File: config.mk
export PLATFORM = sky130hd
export DESIGN_NAME = mux2_rr_arbiter
export DESIGN_NICKNAME = d
export VERILOG_FILES = /design/src/rtl/mux2_rr_arbiter_pkg.sv /design/src/rtl/mux2_rr_arbiter_path.sv /design/src/rtl/mux2_rr_arbiter.sv
export SDC_FILE = /design/constraint.sdc
export NUM_CORES = 1
export LEC_CHECK = 0
export CAP_MARGIN = 10
export CORE_MARGIN = 2
export CORE_UTILIZATION = 50
export CTS_BUF_LIST = sky130_fd_sc_hd__clkbuf_8
export CTS_CLUSTER_SIZE = 8
export DETAILED_ROUTE_END_ITERATION = 7
export PLACE_DENSITY = 0.77
export SYNTH_ARGS = -nofsm -noshare
export SYNTH_HDL_FRONTEND = slang
export SYNTH_HIERARCHICAL = 1
export SYNTH_SLANG_ARGS = --single-unit
File: constraint.sdc
create_clock -name clk -period 4.7 [get_ports clk]
set_input_delay 1.41 -clock clk [delete_from_list [all_inputs] [get_ports clk]]
set_output_delay 1.41 -clock clk [all_outputs]
set_load 0.02 [all_outputs]
File: src/rtl/mux2_rr_arbiter_pkg.sv
// Shared definitions for the two-requester round-robin mux arbiter.
//   state_t          : arbiter state encoding (IDLE / grant to 0 / grant to 1)
//   HOLD_MAX_DEFAULT : default bound on consecutive grant cycles under contention
//   grant_state()    : grant state for a given requester index
//   grant_vec()      : one-hot grant vector for a given requester index
package mux2_rr_arbiter_pkg;

  typedef enum logic [1:0] {
    ST_IDLE = 2'd0,
    ST_G0   = 2'd1,
    ST_G1   = 2'd2
  } state_t;

  localparam int unsigned HOLD_MAX_DEFAULT = 8;

  // Grant state owned by requester 'side'
  function automatic state_t grant_state(input logic side);
    return side ? ST_G1 : ST_G0;
  endfunction

  // One-hot grant vector for requester 'side'
  function automatic logic [1:0] grant_vec(input logic side);
    return side ? 2'b10 : 2'b01;
  endfunction

endpackage

File: src/rtl/mux2_rr_arbiter_path.sv
// Combinational W-bit 2:1 data mux built from gate primitives.
//   i0  : data selected when sel = 0
//   i1  : data selected when sel = 1
//   sel : select line
//   y   : selected data (no register stage here)
module mux2_path #(
  parameter int unsigned W = 1
) (
  input  logic [W-1:0] i0,
  input  logic [W-1:0] i1,
  input  logic         sel,
  output logic [W-1:0] y
);

  logic         sel_n;
  logic [W-1:0] t0;
  logic [W-1:0] t1;

  not u_inv (sel_n, sel);

  // Per bit: y = (i0 & ~sel) | (i1 & sel)
  for (genvar b = 0; b < W; b++) begin : g_bit
    and u_and0 (t0[b], i0[b], sel_n);
    and u_and1 (t1[b], i1[b], sel);
    or  u_or   (y[b],  t0[b], t1[b]);
  end

endmodule

File: src/rtl/mux2_rr_arbiter.sv
// Round-robin arbiter sharing one 2:1 data mux between two requesters, with
// a bounded hold time so a contending requester never starves.
//   clk      : system clock, all state on the rising edge
//   rst      : asynchronous active-high reset
//   req      : request bits, req[i] = requester i wants the mux
//   din0     : requester 0 data
//   din1     : requester 1 data
//   gnt      : one-hot grant, 00 when idle
//   sel      : mux select, 0 = din0, 1 = din1
//   dout     : registered mux output
//   dout_vld : dout carries granted data
//   hold_cnt : cycles the current grant has been held
module mux2_rr_arbiter
  import mux2_rr_arbiter_pkg::*;
#(
  parameter int unsigned W        = 1,
  parameter int unsigned HOLD_MAX = HOLD_MAX_DEFAULT,
  localparam int unsigned CW      = $clog2(HOLD_MAX)
) (
  input  logic          clk,
  input  logic          rst,
  input  logic [1:0]    req,
  input  logic [W-1:0]  din0,
  input  logic [W-1:0]  din1,
  output logic [1:0]    gnt,
  output logic          sel,
  output logic [W-1:0]  dout,
  output logic          dout_vld,
  output logic [CW-1:0] hold_cnt
);

  localparam logic [CW-1:0] HOLD_LAST = CW'(HOLD_MAX - 1);

  state_t       state;
  logic         last;
  logic         cur;
  logic         own_req;
  logic         oth_req;
  logic         at_max;
  logic         leave;
  logic         pick_side;
  logic [W-1:0] mux_y;

  mux2_path #(.W(W)) u_path (
    .i0  (din0),
    .i1  (din1),
    .sel (sel),
    .y   (mux_y)
  );

  // Requester currently holding the grant and its view of both requests
  assign cur     = (state == ST_G1);
  assign own_req = req[cur];
  assign oth_req = req[~cur];
  assign at_max  = (hold_cnt == HOLD_LAST);

  // Release or hold-time expiry under contention both hand the grant over
  assign leave = ~own_req | (oth_req & at_max);

  // From IDLE: a lone request wins; a tie goes to whoever was not served last
  assign pick_side = req[1] & (~req[0] | ~last);

  // Arbiter FSM, hold counter and output register
  always_ff @(posedge clk or posedge rst) begin
    if (rst) begin
      state    <= ST_IDLE;
      gnt      <= 2'b00;
      sel      <= 1'b0;
      dout     <= '0;
      dout_vld <= 1'b0;
      hold_cnt <= '0;
      last     <= 1'b1;
    end else begin
      dout_vld <= (state != ST_IDLE);
      if (state != ST_IDLE) begin
        dout <= mux_y;
      end

      case (state)
        ST_IDLE: begin
          if (|req) begin
            state    <= grant_state(pick_side);
            gnt      <= grant_vec(pick_side);
            sel      <= pick_side;
            hold_cnt <= '0;
          end
        end

        ST_G0, ST_G1: begin
          if (leave) begin
            last <= cur;
            if (oth_req) begin
              state    <= grant_state(~cur);
              gnt      <= grant_vec(~cur);
              sel      <= ~cur;
              hold_cnt <= '0;
            end else begin
              state    <= ST_IDLE;
              gnt      <= 2'b00;
              hold_cnt <= '0;
            end
          end else if (!at_max) begin
            hold_cnt <= hold_cnt + CW'(1);
          end
        end

        default: begin
          state    <= ST_IDLE;
          gnt      <= 2'b00;
          hold_cnt <= '0;
        end
      endcase
    end
  end

endmodule

==> flow_metrics.env <==
export IMPL_clock_skew_ps=4.30
export IMPL_drc=0
export IMPL_cts_sinks=9
export IMPL_worstHoldPathCells=1
export IMPL_cts_hold_buf=0
export IMPL_crit_required_ps=4810
export IMPL_areaGrowthSynthToFinish_pct=21.2
export IMPL_root_buffer="clkbuf_8"
export IMPL_pwr_share_comb_pct=60.9
export IMPL_crit_path_end_kind="flip-flop"
export IMPL_dr_pass1_iters=4
export IMPL_worstMarginPinSlew_ps=435
export IMPL_min_to="dout"
export IMPL_vias=627
export IMPL_finalNetCount=99
export IMPL_dp_hpwl_um=1040
export IMPL_slew_headroom_pct=71.0
export IMPL_critical_path_slowest_cell="clkdlybuf4s50_1"
export IMPL_max_freq_mhz=339
export IMPL_post_dp_cell_area_um2=843
export IMPL_switching_share_pct=40.5
export IMPL_die_width_um=42.3
export IMPL_seq_power_share_pct=23.8
export IMPL_fin_area_um2=888
export IMPL_cts_setup_buffers=0
export IMPL_start_util_pct=55.0
export IMPL_seq_area_um2=226
export IMPL_finalHoldViolCount=0
export IMPL_crit_path_start_kind="primary input"
export IMPL_ys_seq_elements=9
export IMPL_slowest_delay_ps=680
export IMPL_hold_class="flip-flop to flip-flop"
export IMPL_setup_tns_ps=0
export IMPL_path_max_fanout=10
export IMPL_ys_types=36
export IMPL_pwr_share_clk_pct=15.3
export IMPL_fp_coreArea_um2=1330
export IMPL_gp_congestion=0.804
export IMPL_die_area_um2=1790
export IMPL_io_pins=14
export IMPL_multi_input_comb_area_um2=445
export IMPL_rsz0062_at_grt="no"
export IMPL_p_leak_nw=0.404
export IMPL_cts_buffers=3
export IMPL_finalSetupViolCount=0
export IMPL_vias_per_cell=6.21
export IMPL_diodes=0
export IMPL_max_cap_viol_count=0
export IMPL_p_int_w=0.000338
export IMPL_powerDensity_nw_per_um2=640
export IMPL_routedWlPerCell_um=14.3
export IMPL_reg2regPathDepth=6
export IMPL_clk_latency_ps=230
export IMPL_syn_num_nets=87
export IMPL_cp_cell_sequence="clkdlybuf4s50_1, o21ai_1, and3_1, nor3_2, mux2_1"
export IMPL_status="completed"
export IMPL_synthCells=75
export IMPL_r2r_slack_ps=2670
export IMPL_path_class="primary input to flip-flop"
export IMPL_cts_tree="done"
export IMPL_numPortBuffers=13
export IMPL_cts_clk_slew_worst_paths_ps=50
export IMPL_grt_pass1_wl_um=2440
export IMPL_slew_violations=0
export IMPL_antenna_found_initial=0
export IMPL_drt_iter0_drc=19
export IMPL_fin_crit_sh_pct=62.8
export IMPL_cts_resized_gates=0
export IMPL_worstHoldStart="dout"
export IMPL_grt_total_usage_pct=17.8
export IMPL_layout_drive_gt1_share_pct=15.1
export IMPL_reg2reg_from="state[0]"
export IMPL_yosysSeqAreaShare_pct=30.9
export IMPL_period_minus_slack_ps=2950
export IMPL_gr_total_overflow=0
export IMPL_ir_drop_mv=0.402
export IMPL_critPathArrivalTime_ps=3060
export IMPL_p_sw_w=0.000231
export IMPL_rows=13
export IMPL_syn_area_um2=733
export IMPL_grt_pass1_vias=549
export IMPL_synth_warnings=6
export IMPL_die_y_um=42.3
export IMPL_ctsLongestPathBuffers=2
export IMPL_wl_um=1450
export IMPL_detail_route_antenna_nets=0
export IMPL_ctsHtreeMaxLevel=1
export IMPL_synth_area_per_cell_um2=9.78
export IMPL_holdWs_ps=499
export IMPL_final_fill_count=116
export IMPL_r2r_end="state[0]"
export IMPL_grt_max_degree=13
[cells in the final DEF (no fill, tap or decap), types with 2 or more instances in the layout]
cell type and count:
clkdlybuf4s50_1 13, dfrtp_1 8, nand2_1 7, inv_1 6, ha_1 6, a21oi_1 4
mux2_4 3, nand3_1 3, a22o_1 3, mux2_1 3, clkbuf_8 3, nand4_1 2
nor3_2 2, a21o_1 2
[worst max-delay path by stage]
stage                 from       end  slack (ps)  cells after the start
CTS                 req[1]  state[0]        1790                      5
floorplan           req[1]       sel        2130                      5
finish              req[1]  state[0]        1750                      5
detailed placement  req[1]  state[0]        1540                      5
global placement    req[1]  state[0]        1590                      5
global route        req[1]  state[0]        1690                      5
[flip-flops by register name, indices dropped and copies added (netlist names)]
register / count
state: 2
sel: 1
hold_cnt: 3
dout_vld: 1
dout: 1
last: 1
[metal layers]
metal  track usage, %  vias to the layer above  share of wire (%)
li1                 -                      290                  -
met1             25.7                      298                 45
met2             26.2                       37                 45
met3             5.60                        2                9.3
met4             3.75                        0               0.55
met5                0                        -                  0
[cells in the mapped netlist]
cell | instances | area (um2)
dfrtp_1 | 8 | 200
nand2_1 | 7 | 26.3
ha_1 | 6 | 75.1
inv_1 | 5 | 18.8
a21oi_1 | 4 | 20.0
buf_2 | 4 | 20.0
a22o_1 | 3 | 26.3
mux2_1 | 3 | 33.8
mux2_4 | 3 | 45.0
nand3_1 | 3 | 15.0
a21o_1 | 2 | 15.0
nand4_1 | 2 | 12.5
nor3_2 | 2 | 20.0
a2bb2oi_1 | 1 | 8.76
a32oi_1 | 1 | 8.76
and3_1 | 1 | 6.26
buf_4 | 1 | 7.51
buf_6 | 1 | 11.3
dfstp_2 | 1 | 26.3
inv_2 | 1 | 3.75
mux2_2 | 1 | 11.3
mux2i_1 | 1 | 10.0
nand2b_1 | 1 | 6.26
nand3b_1 | 1 | 7.51
nand4b_1 | 1 | 8.76
nor2_1 | 1 | 3.75
nor2b_1 | 1 | 6.26
nor2b_2 | 1 | 8.76
nor3_1 | 1 | 5.00
nor3b_1 | 1 | 7.51
nor4b_4 | 1 | 23.8
o211ai_1 | 1 | 7.51
o21a_1 | 1 | 7.51
o21ai_1 | 1 | 5.00
o22ai_1 | 1 | 6.26
o31ai_1 | 1 | 7.51
[power groups by stage]
stage,Sequential [W],Combinational (W),Clock [W]
final,0.000135,0.000347,0.0000871
after global routing,0.000141,0.000375,0.0000951
after detailed placement,0.000136,0.000344,0
after CTS,0.000136,0.000348,0.0000887
after floorplan,0.000165,0.000224,0
after global placement,0.000135,0.000340,0
[worst max-delay path, delay by kind of cell]
kind / cells / cell delay [ps]
buffers and inverters: 1 / 680
AND/OR/NAND/NOR: 2 / 460
multiplexers: 1 / 350
AO/OA/AOI/OAI: 1 / 160
[stage by stage]
| stage | power [W] | setup WS, ps | utilization (%) | instances |
|---|---|---|---|---|
| 2_1_floorplan | 0.000389 | 2130 | - | 75 |
| 3_3_place_gp | 0.000475 | 1590 | 63.2 | 97 |
| 3_5_place_dp | 0.000480 | 1540 | 63.2 | 97 |
| 4_1_cts | 0.000573 | 1790 | 66.6 | 101 |
| 5_1_grt | 0.000611 | 1690 | 66.6 | 101 |
| 6_report | 0.000569 | 1750 | 66.6 | 101 |
[logic make-up after synthesis]
| group | share of synthesized area (%) |
|---|---|
| AO/OA/AOI/OAI | 15.4 |
| adder cells (fa/ha/maj) | 10.2 |
| buffers and inverters | 8.36 |
| flip-flops | 30.9 |
| multiplexers | 13.7 |
| AND/OR/NAND/NOR | 21.5 |
[layout make-up]
class | instances | share of cell area (%)
clock buffers | 3 | 4.65
well taps | 15 | 2.11
repair buffers | 13 | 14.6
inverters | 6 | 2.54
flip-flops and latches | 9 | 25.5
multi-input cells | 54 | 50.1
clock inverters | 1 | 0.423
(Power assumes the default switching activity.)
